**config.mk**
```make
export PLATFORM = sky130hd
export DESIGN_NAME = reg_dump_uart_flat
export DESIGN_NICKNAME = d
export VERILOG_FILES = /design/src/rtl/reg_dump_uart_pkg.sv /design/src/rtl/reg_dump_uart_if.sv /design/src/rtl/reg_dump_uart_uart_tx.sv /design/src/rtl/reg_dump_uart.sv /design/src/flat_wrapper.sv
export SDC_FILE = /design/constraint.sdc
export NUM_CORES = 1
export LEC_CHECK = 0
export CAP_MARGIN = 20
export CORE_UTILIZATION = 45
export DETAILED_ROUTE_END_ITERATION = 12
export PLACE_DENSITY = 0.69
export SETUP_SLACK_MARGIN = 0.4
export SYNTH_ARGS = -nofsm -noshare
export SYNTH_HDL_FRONTEND = slang
export SYNTH_HIERARCHICAL = 1
export SYNTH_SLANG_ARGS = --single-unit
```
**constraint.sdc**
```tcl
create_clock -name clk_cpu -period 2 [get_ports clk_cpu]
set_input_delay 0.2 -clock clk_cpu [delete_from_list [all_inputs] [get_ports clk_cpu]]
set_output_delay 0.2 -clock clk_cpu [all_outputs]
set_load 0.05 [all_outputs]
```
**src/rtl/reg_dump_uart_pkg.sv**
```systemverilog
// Shared definitions for the register dump UART.
// Holds the FSM state encoding, the default frame header byte and the frame geometry
// (frame length, bytes per register word, register count).
package reg_dump_uart_pkg;

    typedef enum logic [2:0] {
        StIdle,
        StHdr,
        StAdrs,
        StLatch,
        StSend,
        StWait,
        StFin
    } state_e;

    localparam logic [7:0]  DefaultHeader = 8'hA5;
    localparam int unsigned NumRegs       = 32;
    localparam int unsigned BytesPerWord  = 4;
    // Header byte plus every register word.
    localparam int unsigned FrameBytes    = 1 + NumRegs * BytesPerWord;
    localparam logic [4:0]  LastIndex     = 5'(NumRegs - 1);

endpackage

```
**src/rtl/reg_dump_uart_if.sv**
```systemverilog
// Register-file debug read port.
//   reg_dbg_adrs : read address, driven by the dumper (master)
//   reg_dbg_q    : read data for reg_dbg_adrs, driven by the register file (slave)
interface reg_dump_uart_if;

    logic [4:0]  reg_dbg_adrs;
    logic [31:0] reg_dbg_q;

    modport master (
        output reg_dbg_adrs,
        input  reg_dbg_q
    );

    modport slave (
        input  reg_dbg_adrs,
        output reg_dbg_q
    );

endinterface

```
**src/rtl/reg_dump_uart_uart_tx.sv**
```systemverilog
// 8N1 UART serializer.
//   clk_cpu : clock           reset : async active-low reset
//   data    : byte to send    valid : byte offered
//   ready   : can accept      txd   : serial line, idle high
// A byte is taken on valid && ready; ready drops the next cycle and returns high in the
// final cycle of the stop bit, so a byte offered then starts with no idle gap.
// CLKS_PER_BIT must be at least 2.
module uart_tx #(
    parameter int unsigned CLKS_PER_BIT = 434
) (
    input  logic       clk_cpu,
    input  logic       reset,
    input  logic [7:0] data,
    input  logic       valid,
    output logic       ready,
    output logic       txd
);

    localparam int unsigned CntW = (CLKS_PER_BIT > 1) ? $clog2(CLKS_PER_BIT) : 1;
    localparam logic [CntW-1:0] LastClk = CntW'(CLKS_PER_BIT - 1);
    localparam logic [CntW-1:0] ReadyClk = CntW'(CLKS_PER_BIT - 2);

    logic [8:0]      shift_q;   // bits still to go out after the current one
    logic [3:0]      bit_q;     // number of bits left after the current one
    logic [CntW-1:0] clk_q;
    logic            active_q;
    logic            ready_q;
    logic            txd_q;

    assign ready = ready_q;
    assign txd   = txd_q;

    always_ff @(posedge clk_cpu or negedge reset) begin
        if (!reset) begin
            shift_q  <= '0;
            bit_q    <= '0;
            clk_q    <= '0;
            active_q <= 1'b0;
            ready_q  <= 1'b1;
            txd_q    <= 1'b1;
        end else if (valid && ready_q) begin
            txd_q    <= 1'b0;
            shift_q  <= {1'b1, data};
            bit_q    <= 4'd9;
            clk_q    <= '0;
            active_q <= 1'b1;
            ready_q  <= 1'b0;
        end else if (active_q) begin
            if (clk_q == LastClk) begin
                clk_q <= '0;
                if (bit_q == 4'd0) begin
                    active_q <= 1'b0;
                end else begin
                    txd_q   <= shift_q[0];
                    shift_q <= {1'b0, shift_q[8:1]};
                    bit_q   <= bit_q - 4'd1;
                end
            end else begin
                clk_q <= clk_q + 1'b1;
                // Reopen one cycle early so the next start bit follows the stop bit directly.
                if (bit_q == 4'd0 && clk_q == ReadyClk) begin
                    ready_q <= 1'b1;
                end
            end
        end
    end

endmodule

```
**src/rtl/reg_dump_uart.sv**
```systemverilog
// Register file dump over UART.
//   clk_cpu : clock                   reset : async active-low reset
//   start   : one-cycle dump request  dbg   : register-file debug read port (master)
//   txd     : UART out, 8N1           busy  : frame in progress
//   done    : one-cycle pulse after the last stop bit
// Frame: HEADER, then registers 0..31, each most significant byte first.
module reg_dump_uart
    import reg_dump_uart_pkg::*;
#(
    parameter int unsigned CLKS_PER_BIT = 434,
    parameter logic [7:0]  HEADER       = DefaultHeader
) (
    input  logic            clk_cpu,
    input  logic            reset,
    input  logic            start,
    reg_dump_uart_if.master dbg,
    output logic            txd,
    output logic            busy,
    output logic            done
);

    state_e      state_q;
    logic [4:0]  index_q;
    logic [1:0]  cnt_q;
    logic [31:0] word_q;
    logic [4:0]  adrs_q;
    logic        busy_q;
    logic        done_q;
    logic        first_q;   // next WAIT follows the header byte

    logic        tx_valid;
    logic        tx_ready;
    logic [7:0]  tx_data;

    assign dbg.reg_dbg_adrs = adrs_q;
    assign busy             = busy_q;
    assign done             = done_q;

    // Decoded from the state register only, so the offer is glitch-free.
    always_comb begin
        tx_valid = 1'b0;
        tx_data  = word_q[{cnt_q, 3'b000} +: 8];
        if (state_q == StHdr) begin
            tx_valid = 1'b1;
            tx_data  = HEADER;
        end else if (state_q == StSend) begin
            tx_valid = 1'b1;
        end
    end

    // HDR and SEND hold their byte until the serializer takes it, which lets the next
    // word be fetched while the current byte is still on the line.
    always_ff @(posedge clk_cpu or negedge reset) begin
        if (!reset) begin
            state_q <= StIdle;
            index_q <= '0;
            cnt_q   <= '0;
            word_q  <= '0;
            adrs_q  <= '0;
            busy_q  <= 1'b0;
            done_q  <= 1'b0;
            first_q <= 1'b0;
        end else begin
            unique case (state_q)
                StIdle: begin
                    done_q <= 1'b0;
                    if (start) begin
                        state_q <= StHdr;
                        busy_q  <= 1'b1;
                        first_q <= 1'b1;
                    end
                end
                StHdr: begin
                    if (tx_ready) state_q <= StWait;
                end
                StAdrs: begin
                    adrs_q  <= index_q;
                    state_q <= StLatch;
                end
                StLatch: begin
                    word_q  <= dbg.reg_dbg_q;
                    cnt_q   <= 2'(BytesPerWord - 1);
                    state_q <= StSend;
                end
                StSend: begin
                    if (tx_ready) state_q <= StWait;
                end
                StWait: begin
                    if (first_q) begin
                        first_q <= 1'b0;
                        index_q <= '0;
                        state_q <= StAdrs;
                    end else if (cnt_q != 2'd0) begin
                        cnt_q   <= cnt_q - 2'd1;
                        state_q <= StSend;
                    end else if (index_q != LastIndex) begin
                        index_q <= index_q + 5'd1;
                        state_q <= StAdrs;
                    end else if (tx_ready) begin
                        // Serializer is back to ready only once the last stop bit ends.
                        state_q <= StFin;
                        busy_q  <= 1'b0;
                        done_q  <= 1'b1;
                    end
                end
                StFin: begin
                    done_q  <= 1'b0;
                    state_q <= StIdle;
                end
                default: state_q <= StIdle;
            endcase
        end
    end

    uart_tx #(
        .CLKS_PER_BIT(CLKS_PER_BIT)
    ) u_uart_tx (
        .clk_cpu(clk_cpu),
        .reset  (reset),
        .data   (tx_data),
        .valid  (tx_valid),
        .ready  (tx_ready),
        .txd    (txd)
    );

endmodule

```
**src/flat_wrapper.sv**
```systemverilog
// flat-port wrapper written by rule: the top's interface ports become plain ports
module reg_dump_uart_flat import reg_dump_uart_pkg::*;
#(
    parameter int unsigned CLKS_PER_BIT = 434,
    parameter logic [7:0]  HEADER       = DefaultHeader
)
  (clk_cpu, reset, start, txd, busy, done, dbg_reg_dbg_adrs, dbg_reg_dbg_q);
  reg_dump_uart_if dbg_i ();
  input  logic clk_cpu;
  input  logic reset;
  input  logic start;
  output logic txd;
  output logic busy;
  output logic done;
  output wire logic [$bits(dbg_i.reg_dbg_adrs)-1:0] dbg_reg_dbg_adrs;
  input wire logic [$bits(dbg_i.reg_dbg_q)-1:0] dbg_reg_dbg_q;
  assign dbg_reg_dbg_adrs = dbg_i.reg_dbg_adrs;
  assign dbg_i.reg_dbg_q = dbg_reg_dbg_q;
  reg_dump_uart #(.CLKS_PER_BIT(CLKS_PER_BIT), .HEADER(HEADER)) u_core (.clk_cpu(clk_cpu), .reset(reset), .start(start), .dbg(dbg_i), .txd(txd), .busy(busy), .done(done));
endmodule
```
==> metrics.txt, run 1 <==
Crit Path Category reg -> reg; Routed Antenna Nets 0; vias 2708; xor/xnor share of the synthesized area 0.02121; Critical Path End Type flop; Warnings, synthesis 6; Int Pwr 2.246 mW; ys async rst share 1.000; ANT cells 0; reg-to-reg startpoint u_core/u_uart_tx/clk_q[1]$_DFFE_PN0P_; Placeable Area 7848 um^2; Post-DP HPWL 5050 um; clock power share 0.395; register area share after synthesis 0.5057; fraction of layout cells with a size suffix above 1 0.3661; clock root buffer clkbuf_8; routed len/inst 14.77 um; CP max stage cell or4b_4; Iter 0 DRT Violations 134; Synth Area in Compound Gates 0.08451; largest family of logic cells by synthesized area simple AND/OR/NAND/NOR gates; CP startpoint kind flop; Mapped Cells 330; Sw Ratio 0.2076; Net Count, Synth 374; power per cell area 577.7 nW/um^2; Logic pwr share 0.053; Hold Fails Final Rpt 0; total track usage 0.1872; Clock Latency Late Sink 0.33 ns; sequential power share 0.552; setup TNS 0 ns; nets@finish 446; Worst slew margin 0.6391; Total Power 2.834 mW; RSZ-0062 raised after global routing true; CP max FO 3; crit share post-route 0.9015; Sw Pwr 588.4 uW; I/O pins 43; drt drc 0; simple-gate share of the synthesized area 0.1609; Critical Path RT 2.26 ns; Avg Cell Area, Syn 11.26 um^2; worst-path cell chain inv_2 -> ha_4 -> nand3b_1 -> or4b_4 -> or3_1 -> a21oi_2; outcome complete, no violations; Layout area overhead 32.02%; max incr delay on CP 0.56 ns; final number of max-transition violations 0; mux share of post-synthesis cell area 0.1606; final wirelength 7520 um; Pleak 2.066 nW; CTS buffer count 9; worst hold-check path type in -> async; initial antenna violation count 0; clk slew on worst S/H paths 0.07 ns; fmax 554.6 MHz; CP bufs+invs 1; First-pass DRT Iterations 4; die area 8626 um^2; reg2reg path depth 6; crit path time final 1.803 ns; CTS tree done; Arr. time, crit path 2.07 ns; Cell Area, Synth 3716 um^2; Die H 92.88 um; H-tree Lvls 3; GPL Wtd Cong 0.7954; Final Skew 0.008923 ns; Final setup viols 0; top_reg_cell synth dfrtp_1; RR Endpoint u_core/u_uart_tx/bit_q[2]$_DFFE_PN0P_; Yosys reg bits 75; Synth cell types 50; Least-Margin Pin Slew 0.5414 ns; initial core utilization 0.4735; max_cap viols 0; first-pass GRT wire length 12630 um; worst hold margin 0.2779 ns; largest net degree at the start of global routing 59; cell family with most CP delay simple AND/OR/NAND/NOR gates; clock sinks 75; die width 92.88 um; remaining global-route overflow 0; Synth Area in Adders 0.03030; Post-synth EDFFs 0; flop-to-flop setup slack 0.20 ns; VDD IR-drop max 0.4311 mV; Vias/cell 5.320; row count 32; PortBufs 42; Max clock buf depth 2; vias in the first global route 2703
==> power groups by stage <==
stage	Combinational [mW]	Sequential (mW)	Clock (mW)
final	0.149	1.57	1.12
after floorplan	0.0417	1.59	0
after global routing	0.166	1.57	1.22
after detailed placement	0.152	1.59	0
after CTS	0.154	1.57	1.16
after global placement	0.148	1.59	0
==> routing by layer <==
metal | global-route usage | share of wire
met3 | 0.03695 | 0.030
met1 | 0.2479 | 0.46
met5 | 0 | 0
met4 | 0.06538 | 0.016
met2 | 0.3058 | 0.49
==> placed cells by master (no fill, tap or decap), types with 4 or more instances in the layout <==
cell,synthesis,layout
nand2_2,0,7
clkinv_2,0,5
buf_4,4,26
mux4_2,8,8
nor2_1,24,23
buf_6,1,7
nor2b_1,7,6
nor3_1,6,6
or2_1,4,4
inv_1,8,7
o21ai_0,12,9
clkbuf_8,0,10
nand2b_1,6,6
mux2_2,37,37
dfrtp_1,73,71
nand2_4,0,4
dlygate4sd2_1,0,7
nand2_1,31,20
nand3_1,10,10
a21oi_1,25,14
xnor2_1,7,6
clkdlybuf4s50_1,0,33
a21oi_2,0,11
ha_1,9,4
==> final cells by class <==
type | count | area, um^2
sequential | 75 | 1882
timing repair buffer | 80 | 770.7
fill | 645 | 2942
tap | 102 | 127.6
clock buffer | 10 | 137.6
inverter | 8 | 30.03
multi-input combinational | 228 | 1903
clock inverter | 6 | 55.05
==> Yosys cell counts, drive strengths merged (2+ instances only) <==
| cell | number | area, um^2 |
|---|---|---|
| a21oi | 25 | 125.1 |
| a31oi | 2 | 12.51 |
| and2 | 2 | 12.51 |
| and3b | 2 | 17.52 |
| buf | 14 | 86.33 |
| clkbuf | 5 | 20.01 |
| dfrtp | 73 | 1827 |
| dfstp | 2 | 52.55 |
| ha | 9 | 112.6 |
| inv | 8 | 30.03 |
| mux2 | 37 | 416.7 |
| mux4 | 8 | 180.2 |
| nand2 | 31 | 116.4 |
| nand2b | 6 | 37.54 |
| nand3 | 10 | 50.05 |
| nand3b | 4 | 33.78 |
| nand4 | 3 | 18.77 |
| nor2 | 24 | 90.09 |
| nor2b | 7 | 43.79 |
| nor3 | 6 | 30.03 |
| nor3b | 3 | 33.78 |
| nor4b | 2 | 23.77 |
| o21a | 3 | 22.52 |
| o21ai | 14 | 81.33 |
| o31ai | 2 | 15.01 |
| or2 | 4 | 25.02 |
| or3 | 2 | 12.51 |
| xnor2 | 7 | 61.31 |
| xor2 | 2 | 17.52 |
==> worst register-to-register path, stage by stage, from the launching register on <==
cell and delay [ns]:
dfrtp_1 0.39, inv_2 0.08, ha_4 0.14, nand3b_1 0.11, or4b_4 0.56, or3_1 0.33, a21oi_2 0.12
==> registers in the layout, indices dropped and copies added (netlist names), 2 cells and up <==
register,count
u_core/u_uart_tx/shift_q,9
u_core/u_uart_tx/bit_q,4
u_core/word_q,32
u_core/state_q,3
u_core/dbg.reg_dbg_adrs,5
u_core/cnt_q,2
u_core/u_uart_tx/clk_q,9
u_core/index_q,5
==> how the worst max path moves through the flow <==
stage                                            endpoint  cells past startpoint  slack [ns]                             startpoint
finish              u_core/u_uart_tx/bit_q[2]$_DFFE_PN0P_                      6        0.20  u_core/u_uart_tx/clk_q[1]$_DFFE_PN0P_
global route        u_core/u_uart_tx/bit_q[2]$_DFFE_PN0P_                      6        0.13  u_core/u_uart_tx/clk_q[1]$_DFFE_PN0P_
CTS                 u_core/u_uart_tx/bit_q[2]$_DFFE_PN0P_                      6        0.23  u_core/u_uart_tx/bit_q[0]$_DFFE_PN0P_
detailed placement  u_core/u_uart_tx/bit_q[2]$_DFFE_PN0P_                      6        0.11  u_core/u_uart_tx/bit_q[0]$_DFFE_PN0P_
global placement    u_core/u_uart_tx/bit_q[2]$_DFFE_PN0P_                      6        0.18  u_core/u_uart_tx/bit_q[0]$_DFFE_PN0P_
floorplan           u_core/u_uart_tx/bit_q[2]$_DFFE_PN0P_                      6        0.22  u_core/u_uart_tx/bit_q[0]$_DFFE_PN0P_
==> logic make-up (layout without fill, tap and decap cells) <==
logic type / Yosys count / count (layout)
AOI/OAI and AO/OA: 53 / 53
xor gates and xnor gates: 9 / 9
adders and majority gates: 9 / 9
buffers and inverters: 27 / 104
DFF: 75 / 75
muxes: 45 / 45
and+or+nand+nor: 112 / 112
==> through the flow <==
| stage | instances | cell area, um^2 | worst slack, ns | utilization |
|---|---|---|---|---|
| after floorplan | 330 | 3782 | 0.2204 | - |
| after global placement | 468 | 4327 | 0.1809 | 0.5513 |
| after detailed placement | 468 | 4327 | 0.1067 | 0.5513 |
| after CTS | 502 | 4684 | 0.2266 | 0.5969 |
| after global routing | 509 | 4906 | 0.1284 | 0.6252 |
| final | 509 | 4906 | 0.1969 | 0.6252 |
==> repair_timing <==
item	4_1_cts	5_1_grt
hold buffers	1	0
hold endpoints to repair	16	0
buffers inserted	16	7
gates cloned	1	0
setup endpoints to repair	30	30
gates resized for setup	19	47
pin swaps	10	22
Note: power is estimated with default switching activity, not from simulation.
==> inputs of run 2 (changes only) <==
- PLACE_DENSITY: 0.69 -> default
- PLACE_DENSITY_LB_ADDON: default -> 0.15
- SETUP_SLACK_MARGIN: 0.4 -> 0.5
- clock period: 2 -> 1.8 ns (I/O delays scaled with it)
==> run 2 against run 1 <==
  * First-iteration DRC count fell by 14%
  * Die area unchanged
  * Final cell count increased by 7.7%
  * Critical path type unchanged
  * Critical endpoint unchanged
==> metrics.txt, run 2 (same netlist as run 1, synthesis figures left out) <==
max reg flops 32 (unchanged); CP max FO 3 (unchanged); Final setup viols 0 (unchanged); largest net degree at the start of global routing 39 (-34%); CTS buffer count 9 (unchanged); I/O pins 43 (unchanged); Iter 0 DRT Violations 115 (-14%); crit path time final 1.797 ns (-0.006228 ns); total track usage 0.2137 (+0.02656); vias 2948 (+8.9%); clock root buffer clkbuf_8; Post-DP HPWL 5160 um (+2.2%); CP max stage cell or4b_4; most frequent cells in the layout dfrtp_1, buf_4, mux2_4; nets@finish 485 (+8.7%); Routed Antenna Nets 0 (unchanged); cell family with most CP delay simple AND/OR/NAND/NOR gates; ANT cells 0 (unchanged); commonest non-fill, non-tap cell in the layout dfrtp_1; initial antenna violation count 0 (unchanged); clock sinks 75 (unchanged); drt drc 0 (unchanged); GPL Wtd Cong 0.7653 (-3.8%); clk slew on worst S/H paths 0.08 ns (about the same); fmax 556.5 MHz (+0.35%); max_cap viols 0 (unchanged); Layout area overhead 54.78%; Top reg by flops u_core/word_q; Pleak 2.608 nW (+26%); RSZ-0062 raised after global routing true; H-tree Lvls 3 (unchanged); Die H 92.88 um (unchanged); First-pass DRT Iterations 4 (unchanged); Max clock buf depth 2 (unchanged); Placeable Area 7848 um^2 (unchanged); Final Skew 0.01026 ns (+0.001339 ns); PortBufs 42 (unchanged); Total Power 3.221 mW (+14%); Critical Path RT 2.07 ns (-0.19 ns); Arr. time, crit path 2.06 ns (about the same); Critical Path End Type flop; max incr delay on CP 0.56 ns (about the same); slack of the critical path 0.003130 ns (-0.1938 ns); CP startpoint kind flop; Least-Margin Pin Slew 0.5185 ns (-0.02290 ns); dpl ws -0.01784 ns (-0.1246 ns); worst hold-check path type in -> async; Largest regs u_core/word_q: 32 flops, u_core/u_uart_tx/clk_q: 9 flops, u_core/u_uart_tx/shift_q: 9 flops; Crit Path Category reg -> reg; Worst slew margin 0.6543 (+0.01527); outcome complete, no violations; Hold Fails Final Rpt 0 (unchanged); remaining global-route overflow 0 (unchanged); initial core utilization 0.4735 (unchanged); flop-to-flop setup slack 0.003 ns (-0.19 ns); # fillers 543 (-16%); die area 8626 um^2 (unchanged); worst-path cell chain inv_2 -> ha_4 -> nand3b_1 -> or4b_4 -> or3_4 -> a21oi_2; VDD IR-drop max 0.3392 mV (-21%); CTS tree done; RR Endpoint u_core/u_uart_tx/bit_q[2]$_DFFE_PN0P_; reg-to-reg startpoint u_core/u_uart_tx/clk_q[1]$_DFFE_PN0P_; final wirelength 9334 um (+24%); CP bufs+invs 1 (unchanged); row count 32 (unchanged); crit share post-route 0.9983 (+0.09671); reg2reg path depth 6 (unchanged); setup TNS 0 ns (unchanged); first-pass GRT wire length 14320 um (+13%); Placed Area 4566 um^2 (+5.5%); Vias/cell 5.380 (+1.1%); final number of max-transition violations 0 (unchanged); vias in the first global route 2996 (+11%); routed len/inst 17.03 um (+15%); power per cell area 560.0 nW/um^2 (-3.1%); post-route design area 5752 um^2 (+17%); fraction of layout cells with a size suffix above 1 0.5067 (+0.1406); Clock Latency Late Sink 0.34 ns (about the same); die width 92.88 um (unchanged)
[run 2: changes by cell type in the layout (fill, tap and decap cells not counted), moves of 4 or more]
cell             before  now
buf_4                26   41
buf_6                 7   25
clkdlybuf4s15_2       0    6
dlygate4sd2_1         7    0
inv_1                 7    2
mux2_2               37    0
mux2_4                0   37
nand2_4               4    9
nand3_1              10    6
nor3_1                6    2
nor3_4                0    4
o21ai_0               9    4
[run 2: worst reg2reg max path, stage by stage, from the launching register on]
cell and delay, ns:
dfrtp_1 0.39, inv_2 0.08, ha_4 0.12, nand3b_1 0.11
or4b_4 0.56, or3_4 0.34, a21oi_2 0.12
[run 2: how the worst max path moves through the flow]
stage	startpoint	end	cells past startpoint
2_1_floorplan	u_core/u_uart_tx/bit_q[0]$_DFFE_PN0P_	u_core/u_uart_tx/bit_q[2]$_DFFE_PN0P_	6
3_3_place_gp	u_core/u_uart_tx/bit_q[0]$_DFFE_PN0P_	u_core/u_uart_tx/bit_q[2]$_DFFE_PN0P_	6
3_5_place_dp	u_core/u_uart_tx/bit_q[0]$_DFFE_PN0P_	u_core/u_uart_tx/bit_q[2]$_DFFE_PN0P_	6
4_1_cts	u_core/u_uart_tx/clk_q[1]$_DFFE_PN0P_	u_core/u_uart_tx/bit_q[2]$_DFFE_PN0P_	6
5_1_grt	u_core/u_uart_tx/clk_q[1]$_DFFE_PN0P_	u_core/u_uart_tx/bit_q[2]$_DFFE_PN0P_	6
6_report	u_core/u_uart_tx/clk_q[1]$_DFFE_PN0P_	u_core/u_uart_tx/bit_q[2]$_DFFE_PN0P_	6
[run 2: layer usage]
| metal | vias to the layer above | wire, um | GRT usage |
|---|---|---|---|
| met5 | - | 0 | 0 |
| met4 | 0 | 138 | 0.09359 |
| met3 | 9 | 209 | 0.03448 |
| met2 | 43 | 4728 | 0.3425 |
| met1 | 1514 | 4258 | 0.2862 |
| li1 | 1382 | - | - |
[run 2: area by class of cell]
| type | count | area (um^2) | share of cell area |
|---|---|---|---|
| multi-input cells | 229 | 2292 | 0.3985 |
| flip-flops and latches | 75 | 1883 | 0.3274 |
| repair buffers | 118 | 1217 | 0.2117 |
| clock buffers | 10 | 127.6 | 0.02219 |
| well taps | 102 | 127.6 | 0.02219 |
| clock inverters | 6 | 66.31 | 0.01153 |
| inverters | 8 | 37.54 | 0.006526 |
[run 2: power by group]
part	leakage, nW	switching (mW)	internal, mW
Sequential	0.949	0.0215	1.72
Clock	0.101	0.639	0.646
Combinational	1.56	0.0626	0.131
[run 2: through the flow]
stage | hold WS, ns | std cells | util
2_1_floorplan | -0.1156 | 330 | -
3_3_place_gp | 0.1922 | 484 | 0.5818
3_5_place_dp | 0.1870 | 484 | 0.5818
4_1_cts | 0.3616 | 537 | 0.6786
5_1_grt | 0.4029 | 548 | 0.7329
6_report | 0.3538 | 548 | 0.7329
[run 2: timing repair]
action                                 CTS  global route
resized for setup                       80            83
cloned                                   5             1
endpoints found under the hold margin   34             0
buffers inserted                        31            10
pin swaps                               34            24
setup endpoints to repair               81            75
hold buffers                             1             0
==> inputs of run 3 (changes only) <==
- CORE_ASPECT_RATIO: default -> 0.9
==> run 3 against run 2 <==
  * Combinational power about the same
  * Highest routed layer unchanged
  * Setup slack better by 0.0036 ns
  * First-iteration DRC count down 23%
  * Critical path type unchanged
  * Sequential power about the same
  * Die area about the same
  * Clock power up 33%
  * Largest power group unchanged
  * Hold slack worse by 0.018 ns
  * Global-route usage up 0.13 points
  * Clock-buffer cell count unchanged
  * Final cell count down 1.5%
  * Register-to-register slack about the same
  * Non-clock buffer count down 4
==> metrics.txt, run 3 (same netlist as run 1, synthesis figures left out) <==
outcome complete, no violations; Total Power 3.646 mW (+13%); clk slew on worst S/H paths 0.08 ns (about the same); Placed Area 4584 um^2 (+0.41%); clock root buffer clkbuf_8; total track usage 0.2150 (+0.001262); Top reg by flops u_core/word_q; PortBufs 42 (unchanged); largest net degree at the start of global routing 41 (+5.1%); Crit Path Category reg -> reg; die area 8626 um^2 (about the same); Clock Latency Late Sink 0.35 ns (about the same); crit path time final 1.793 ns (-0.003644 ns); nets@finish 480 (-1.0%); crit share post-route 0.9962 (-0.002024); Die H 88.21 um (-5.0%); fraction of layout cells with a size suffix above 1 0.4739 (-0.03280); ANT cells 0 (unchanged); fmax 557.7 MHz (+0.20%); VDD IR-drop max 0.4927 mV (+45%); slack of the critical path 0.006774 ns (+0.003644 ns); H-tree Lvls 3 (unchanged); most frequent cells in the layout dfrtp_1, buf_4, mux2_4; die width 97.79 um (+5.3%); Max clock buf depth 2 (unchanged); Hold Fails Final Rpt 0 (unchanged); # fillers 545 (+0.37%); Post-DP HPWL 5408 um (+4.8%); Vias/cell 5.315 (-1.2%); max_cap viols 0 (unchanged); worst hold margin 0.3359 ns (-0.01783 ns); first-pass GRT wire length 14350 um (+0.15%); CP bufs+invs 1 (unchanged); Iter 0 DRT Violations 89 (-23%); CP max stage cell or4b_4; Routed Antenna Nets 0 (unchanged); CTS tree done; Worst slew margin 0.5221 (-0.1323); Least-Margin Pin Slew 0.7169 ns (+0.1984 ns); post-route design area 5731 um^2 (-0.37%); routed len/inst 17.31 um (+1.6%); vias 2870 (-2.6%); Final Skew 0.01352 ns (+0.003256 ns); Final setup viols 0 (unchanged); utilization after layout 0.7137 (-0.01921); final wirelength 9347 um (+0.14%); remaining global-route overflow 0 (unchanged); final number of max-transition violations 0 (unchanged); initial core utilization 0.4628 (-0.01070); max reg flops 32 (unchanged); vias in the first global route 2963 (-1.1%); CP max FO 3 (unchanged); CP startpoint kind flop; First-pass DRT Iterations 4 (unchanged); CTS buffer count 9 (unchanged); Largest regs u_core/word_q: 32 flops, u_core/u_uart_tx/clk_q: 9 flops, u_core/u_uart_tx/shift_q: 9 flops; I/O pins 43 (unchanged); Placeable Area 8029 um^2 (+2.3%); worst hold-check path type in -> async; dpl ws -0.03943 ns (-0.02159 ns); clock sinks 75 (unchanged); Layout area overhead 54.21%; Arr. time, crit path 2.08 ns (+0.02 ns); Pleak 2.621 nW (+0.48%); drt drc 0 (unchanged); GPL Wtd Cong 0.7498 (-2.0%); RSZ-0062 raised after global routing true; Critical Path End Type flop; worst-path cell chain inv_2 -> ha_4 -> nor3b_4 -> or4b_4 -> or3_1 -> a21oi_1; Critical Path RT 2.09 ns (+0.02 ns); cell family with most CP delay simple AND/OR/NAND/NOR gates; commonest non-fill, non-tap cell in the layout dfrtp_1; row count 31 (-3.1%); initial antenna violation count 0 (unchanged); max incr delay on CP 0.56 ns (about the same); power per cell area 636.3 nW/um^2 (+14%)
run 3: changes by cell type in the layout (fill, tap and decap cells not counted), sizes merged, moves of 2 or more:
cell and change:
bufinv +3, clkinv -3, buf -3, clkdlybuf4s15 -2
run 3: worst paths after layout:
kind                                                  startpoint                                    end  slack [ns]  cells past startpoint
hold reg to reg                 u_core/u_uart_tx/txd$_DFFE_PN1P_       u_core/u_uart_tx/txd$_DFFE_PN1P_        0.48                      2
setup / recovery           u_core/u_uart_tx/bit_q[1]$_DFFE_PN0P_  u_core/u_uart_tx/bit_q[2]$_DFFE_PN0P_       0.007                      6
max in group asynchronous                                  reset          u_core/word_q[30]$_DFFE_PN0P_        0.82                      3
hold / removal                                             reset  u_core/u_uart_tx/clk_q[7]$_DFFE_PN0P_        0.34                      2
min in group clk_cpu                           dbg_reg_dbg_q[20]          u_core/word_q[20]$_DFFE_PN0P_        0.43                      2
setup reg to reg           u_core/u_uart_tx/bit_q[1]$_DFFE_PN0P_  u_core/u_uart_tx/bit_q[2]$_DFFE_PN0P_       0.007                      6
run 3: power breakdown:
group | switching, mW | internal (mW)
Combinational | 0.0631 | 0.129
Sequential | 0.0219 | 1.72
Clock | 0.645 | 1.07
run 3: cell type report:
type                       count  area (um^2)  share of cell area
multi-input combinational    228         2221              0.3876
tap                           99        123.9             0.02162
clock buffer                  10        127.6             0.02227
sequential                    75         1883              0.3286
timing repair buffer         114         1194              0.2083
clock inverter                 6        136.4             0.02380
inverter                       8        45.04            0.007860
run 3: timing repair:
item	4_1_cts	5_1_grt
endpoints found under the hold margin	35	0
gates resized for setup	96	51
pin swaps	30	27
buffers inserted	24	10
gates cloned	4	1
hold buffers	1	0
endpoints found under the setup margin	81	77
run 3: metrics by stage:
step / cells / setup TNS [ns]
floorplan: 330 / 0
global placement: 484 / 0
detailed placement: 484 / -0.03943
CTS: 529 / 0
global route: 540 / -0.2964
finish: 540 / 0
run 3: layer usage:
metal  track usage  vias up  share of wire
li1              -     1375              -
met1        0.2689     1443           0.45
met2        0.3759       35           0.50
met3       0.03949       17          0.024
met4       0.08678        0          0.019
met5             0        -              0
